--- config.mk ---
export PLATFORM = sky130hd
export DESIGN_NAME = expr_vector_sequencer
export DESIGN_NICKNAME = d
export VERILOG_FILES = /design/src/rtl/expr_vector_sequencer.sv
export SDC_FILE = /design/constraint.sdc
export NUM_CORES = 1
export LEC_CHECK = 0
export CORE_UTILIZATION = 45
export CTS_BUF_LIST = sky130_fd_sc_hd__clkbuf_4 sky130_fd_sc_hd__clkbuf_8
export DETAILED_ROUTE_END_ITERATION = 10
export HOLD_SLACK_MARGIN = 0.02
export PLACE_DENSITY = 0.87
export SYNTH_ARGS = -nofsm -noshare
export SYNTH_HDL_FRONTEND = slang
export SYNTH_SLANG_ARGS = --single-unit
--- constraint.sdc ---
create_clock -name clk -period 2.4 [get_ports clk]
set_input_delay 0.72 -clock clk [delete_from_list [all_inputs] [get_ports clk]]
set_output_delay 0.72 -clock clk [all_outputs]
set_load 0.005 [all_outputs]
--- src/rtl/expr_vector_sequencer.sv ---
// expr_vector_sequencer: drives LFSR-derived operands into an expression
// instance, samples its 90-bit result after a settle time and folds each
// sample into a 32-bit rotating-XOR signature.
module expr_vector_sequencer #(
  parameter logic [59:0] SEED       = 60'h0_0000_0000_0001,
  parameter int unsigned SETTLE_CYC = 0,
  parameter logic [31:0] SIG_INIT   = 32'h0
) (
  input  logic        clk,
  input  logic        rst,
  input  logic        start,
  input  logic        abort,
  input  logic        seed_load,
  input  logic [59:0] seed_in,
  input  logic [15:0] num_vec,
  input  logic [89:0] y_in,
  output logic [3:0]  a0,
  output logic [4:0]  a1,
  output logic [5:0]  a2,
  output logic [3:0]  a3,
  output logic [4:0]  a4,
  output logic [5:0]  a5,
  output logic [3:0]  b0,
  output logic [4:0]  b1,
  output logic [5:0]  b2,
  output logic [3:0]  b3,
  output logic [4:0]  b4,
  output logic [5:0]  b5,
  output logic        busy,
  output logic        done,
  output logic [15:0] vec_count,
  output logic [31:0] signature
);

  localparam logic [3:0] SettleInit = 4'(SETTLE_CYC);

  typedef enum logic [1:0] {StIdle, StSettle, StCapture, StDone} state_e;

  state_e      state_q, state_d;
  logic [59:0] lfsr_q;
  logic [31:0] sig_q;
  logic [15:0] cnt_q;
  logic [15:0] num_q;
  logic [3:0]  settle_q;
  logic [31:0] fold;
  logic        last_vec;

  assign fold     = y_in[31:0] ^ y_in[63:32] ^ {6'b0, y_in[89:64]};
  assign last_vec = (cnt_q + 16'd1) == num_q;

  // State register; reset dominates every other input.
  always_ff @(posedge clk) begin
    if (rst) begin
      state_q <= StIdle;
    end else begin
      state_q <= state_d;
    end
  end

  // Next-state logic.
  always_comb begin
    state_d = state_q;
    unique case (state_q)
      StIdle: begin
        if (start) state_d = (num_vec == '0) ? StDone : StSettle;
      end
      StSettle: begin
        if (abort) begin
          state_d = StIdle;
        end else if (settle_q == '0) begin
          state_d = StCapture;
        end
      end
      StCapture: begin
        if (abort) begin
          state_d = StIdle;
        end else if (last_vec) begin
          state_d = StDone;
        end else begin
          state_d = StSettle;
        end
      end
      StDone:  state_d = StIdle;
      default: state_d = StIdle;
    endcase
  end

  // Outputs decoded from the registered state only, so they are glitch-free.
  always_comb begin
    busy = 1'b0;
    done = 1'b0;
    unique case (state_q)
      StSettle, StCapture: busy = 1'b1;
      StDone:              done = 1'b1;
      default:             ;
    endcase
  end

  // Datapath: LFSR, signature, vector counter and settle timer.
  // An abort coinciding with CAPTURE suppresses the fold, count and LFSR step.
  always_ff @(posedge clk) begin
    if (rst) begin
      lfsr_q   <= SEED;
      sig_q    <= '0;
      cnt_q    <= '0;
      num_q    <= '0;
      settle_q <= '0;
    end else begin
      unique case (state_q)
        StIdle: begin
          // Seed first so a simultaneous start runs from the new seed;
          // all-zero would lock the LFSR, so it maps to 1.
          if (seed_load) lfsr_q <= (seed_in == '0) ? 60'h1 : seed_in;
          if (start) begin
            num_q    <= num_vec;
            cnt_q    <= '0;
            sig_q    <= SIG_INIT;
            settle_q <= SettleInit;
          end
        end
        StSettle: begin
          if (settle_q != '0) settle_q <= settle_q - 4'd1;
        end
        StCapture: begin
          if (!abort) begin
            sig_q    <= {sig_q[30:0], sig_q[31]} ^ fold;
            cnt_q    <= cnt_q + 16'd1;
            lfsr_q   <= {lfsr_q[58:0], lfsr_q[59] ^ lfsr_q[58]};
            settle_q <= SettleInit;
          end
        end
        default: ;
      endcase
    end
  end

  assign vec_count = cnt_q;
  assign signature = sig_q;

  assign a0 = lfsr_q[3:0];
  assign a1 = lfsr_q[8:4];
  assign a2 = lfsr_q[14:9];
  assign a3 = lfsr_q[18:15];
  assign a4 = lfsr_q[23:19];
  assign a5 = lfsr_q[29:24];
  assign b0 = lfsr_q[33:30];
  assign b1 = lfsr_q[38:34];
  assign b2 = lfsr_q[44:39];
  assign b3 = lfsr_q[48:45];
  assign b4 = lfsr_q[53:49];
  assign b5 = lfsr_q[59:54];

endmodule
== Yosys cells after proc, flatten, opt, wreduce, memory -nomap -nowiden ==
Cells that the tools add are included.

* Flip-flop bits (word level): 130
* Logic and storage cells: 57

* Eq/ne operators: 9
* Add/subtract/negate cells: 2
* Bitwise operators: 4
* Reduce and logical (&&, ||, !) cells: 13
* Mux-type cells: 23

{| class="wikitable"
|+ Operators with widths
! cell !! number
|-
| $mux W60 || 3
|-
| $pmux W60 S2 || 1
|-
| $mux W32 || 2
|-
| $pmux W32 S2 || 1
|-
| $xor A32 B32 Y32 || 2
|-
| $logic_not A60 Y1 || 1
|-
| $mux W16 || 2
|-
| $pmux W16 S2 || 1
|-
| $xor A32 B26 Y32 || 1
|-
| $add A16 B1 Y16 const B || 1
|-
| $eq A16 B16 Y1 || 1
|-
| $logic_not A16 Y1 || 1
|-
| $mux W2 || 6
|-
| $mux W4 || 3
|-
| $pmux W4 S3 || 1
|-
| $ne A2 B2 Y1 const B || 4
|-
| $pmux W2 S4 || 1
|-
| $reduce_and A3 Y1 || 2
|-
| $eq A2 B2 Y1 const B || 2
|-
| $logic_not A4 Y1 || 1
|-
| $reduce_and A2 Y1 || 2
|-
| $reduce_and A4 Y1 || 1
|-
| $reduce_bool A4 Y1 || 1
|-
| $sub A4 B1 Y4 const B || 1
|-
| other kinds (8) || 9
|}

== Longest topological paths before layout ==
* Depth after elaboration: 5
* Gate-level depth with buffers: 10

== Least setup slack after synthesis ==
OpenSTA, ideal clock, no wires.

* Path kind: in2reg
* From: input num_vec[1]
* To: register state_q[1]
* Arrival: 2036 ps
* Slack: 280 ps
* Cell stages on the path: 5
* Required time: 2316 ps
* Cell sequence: or4_1 nor3_1 nand4_1 a311o_1 o31ai_2

* Longest elaborated chain between the ends: 4

{| class="wikitable"
|+ RTL lines
! what !! line !! source
|-
| start: declaration || 15 || <nowiki>input logic [15:0] num_vec,</nowiki>
|-
| $logic_not A16 Y1 || 65 || <nowiki>if (start) state_d = (num_vec == '0) ? StDone : StSettle;</nowiki>
|-
| $mux W2 (2 in a row) || 65 ||
|-
| $pmux W2 S4 || 63 || <nowiki>unique case (state_q)</nowiki>
|-
| end signal: assignment || 54 || <nowiki>state_q <= StIdle;</nowiki>
|-
| end signal: assignment || 56 || <nowiki>state_q <= state_d;</nowiki>
|-
| end: declaration || 39 || <nowiki>state_e state_q, state_d;</nowiki>
|}

Every way passes these cells. The select of a mux whose other input is x is not followed.
A chain may end at the register's enable or synchronous reset.

== Worst setup path after layout ==
* From: register cnt_q[12], in the netlist vec_count[12]
* To: output vec_count[12]

{| class="wikitable"
|+ RTL lines
! what !! line !! source
|-
| start: declaration || 42 || <nowiki>logic [15:0] cnt_q;</nowiki>
|-
| start signal: assignment || 127 || <nowiki>cnt_q <= cnt_q + 16'd1;</nowiki>
|-
| end: declaration || 31 || <nowiki>output logic [15:0] vec_count,</nowiki>
|}

No word-level cell between the ends.

==> flow_metrics.tcl <==
set metrics [dict create \
    rr_startpoint "vec_count[1]$_SDFFE_PP0P_" \
    fp.dieH_um 124.8 \
    multi_input_area_um2 3954 \
    synthCells 787 \
    holdPathStages 2 \
    seq_area_um2 2608 \
    drc_errors 20 \
    grt_max_degree 64 \
    yosysMostFrequentCell "dfxtp_1" \
    ff2ff_path_depth 7 \
    rr_endpoint "state_q[1]$_SDFFE_PP0P_" \
    synth_top_flop_cell "dfxtp_1" \
    vias_per_cell 5.331 \
    nets 1240 \
    ys_warn_count 0 \
    slew_violations 0 \
    hold_path_end "settle_q[3]$_SDFFE_PP0P_" \
    critPathBufInv 1 \
    grt_pass1_wl_mm 32.93 \
    wl_per_cell_um 16.22 \
    initial_core_util 0.4633 \
    seq_area_frac_synth 0.3836 \
    dp_slack_ps -284.8 \
    dr_total_vias 6706 \
    cp.required_ps 1680 \
    drtIter0Drc 497 \
    final_hold_viol_count 0 \
    failed_checks "DRC" \
    slowest_delay_ps 620 \
    clk_latency_ps 440 \
    synth_cell_types 46 \
    path_cells "clkdlybuf4s50_1" \
    synth_top_area_share 0.3836 \
    synthTopCellsByArea "dfxtp_1 (38%), xnor2_1 (11%), mux2i_1 (8.7%), nor2_1 (7.0%), a211oi_1 (6.9%)" \
    synth_common_cells "dfxtp_1 (130), nor2_1 (126), xnor2_1 (85)" \
    ir_drop_v 0.0004673 \
    die_area_um2 15570 \
    grt-ovfl-total 0 \
    start_kind "register" \
    num_rows 44 \
    ys_ff_latch 130 \
    post-cts-setup-buffer-count 0 \
    fin_area_um2 10370 \
    endpoint_kind "primary output" \
    antenna_found_initial 0 \
    numClockSinks 130 \
    period_share 0.9590 \
    n_antenna_cell 0 \
    hpwl_mm 15.27 \
    maxCapViolCount 0 \
    clkTransAtPathRegs_ps 70 \
    synth_area_leader_cell "dfxtp_1" \
    io_pins 281 \
    core_area_um2 14640 \
    fin_skew_ps 12.12 \
    max_freq_mhz 434.5 \
    cts_buffer_depth 2 \
    synthToLayoutAreaGrowth_pct 52.91 \
    finalCriticalPeriod_ps 2302 \
    root_buffer "clkbuf_8" \
    dp_cells 1226 \
    arrival_ps 1580 \
    num-fill-cells 1114 \
    outcome "complete, but fails checks" \
    die_w_um 124.8 \
    cts_tree "built" \
    path_class "reg2out" \
    place_area_um2 9951 \
    hp-class "reg2reg" \
    routed_wl_mm 20.41 \
    syn_area_um2 6784 \
    hold_buffers 0 \
    rsz0062_at_grt "no" \
    cp_slowest_cell "clkdlybuf4s50_1" \
    synth_fp_nets 966 \
    worstHoldStart "settle_q[3]$_SDFFE_PP0P_" \
    ys_async_sr_fraction 0 \
    place_congestion 0.9192 \
    relSlewSlack 0.5917 \
    cts_buffers 17 \
    grt_pass1_vias 6516 \
    track_usage 0.2653 \
    tightest_slew_ps 606.9 \
    static-leakage-power_uw 0.003677 \
    p_per_area_nw_per_um2 639.5 \
    synth-edff-count 0 \
    rrSetupSlack_ps 160 \
    drive_gt1_frac 0.07169 \
    syn_area_per_cell_um2 8.620 \
    whs_ps 469.2 \
    final_cell_count_no_fill 1258 \
    critPathTopFamily "buffers and inverters" \
    postLayoutSetupSlackWorst_ps 98.48 \
    htree_levels 4 \
    setup_viol 0 \
    drt_pass1_iterations 9 \
    crit_path_max_fanout 9 \
    drtAntennaViolNets 0 \
    port_buffers 280 \
]
-- how the worst max path moves through the flow --
| stage | startpoint | end | slack, ps | cells past startpoint |
|---|---|---|---|---|
| 4_1_cts | state_q[1]$_SDFFE_PP0P_ | busy | 10 | 3 |
| 5_1_grt | state_q[1]$_SDFFE_PP0P_ | done | 20 | 3 |
| 3_3_place_gp | num_vec[1] | state_q[1]$_SDFFE_PP0P_ | -250 | 6 |
| 3_5_place_dp | num_vec[2] | state_q[1]$_SDFFE_PP0P_ | -280 | 6 |
| 2_1_floorplan | num_vec[1] | state_q[1]$_SDFFE_PP0P_ | 280 | 5 |
| 6_report | vec_count[12]$_SDFFE_PP0P_ | vec_count[12] | 100 | 1 |
-- flip-flops by register name, summed over array words and instances (netlist names) --
signal and flops:
lfsr_q 60, signature 32, num_q 16, vec_count 16, settle_q 4, state_q 2
-- through the flow --
| step | total power (µW) | util | setup TNS, ps |
|---|---|---|---|
| finish | 6634 | 0.7084 | 0 |
| global route | 6962 | 0.7084 | 0 |
| CTS | 6680 | 0.7080 | 0 |
| global placement | 4724 | 0.6795 | -381.6 |
| floorplan | 3643 | - | 0 |
| detailed placement | 4778 | 0.6795 | -2156 |
-- power breakdown --
part	internal (µW)	total (µW)	leakage [µW]	switching (µW)
combinational	1190	2130	0.00242	941
sequential	2420	2620	0.00107	207
clock	988	1880	0.000195	890
-- cell families after synthesis --
| logic type | synth area share |
|---|---|
| simple gates | 0.1636 |
| compound gates | 0.1632 |
| flops | 0.3836 |
| mux | 0.08705 |
| buf+inv | 0.03929 |
| xor+xnor | 0.1485 |
| fa+ha+maj | 0.01476 |
-- layout make-up --
type	count	area share
inverters	11	0.003980
multi-input cells	591	0.3811
clock buffers	20	0.02593
flip-flops and latches	130	0.2514
repair buffers	310	0.3027
well taps	184	0.02219
clock inverters	12	0.01266
-- routing by layer --
layer,up-vias,share of wire,routed length (µm),track usage
li1,3334,-,-,-
met1,3132,0.43,8860,0.3341
met2,200,0.49,9947,0.4408
met3,40,0.050,1027,0.05112
met4,0,0.028,569,0.1140
met5,-,0,0,0
-- cells in the final DEF, fill, tap and decap left out, types with 10 or more instances in the layout --
master,count
xor2_1,30
a211oi_1,62
dfxtp_1,128
buf_4,22
a21oi_1,35
nor4_1,19
nand3_1,11
inv_1,10
a22oi_1,35
clkdlybuf4s50_1,278
mux2i_1,59
nor2_1,126
clkbuf_8,19
xnor2_1,85
nand2_1,48
o21ai_0,16
-- what timing repair did --
action	in CTS	in global routing
pin swaps	1	0
gates cloned	0	0
setup endpoints to repair	1	3
gates resized for setup	4	3
endpoints found under the hold margin	0	0
(Power assumes the default switching activity.)
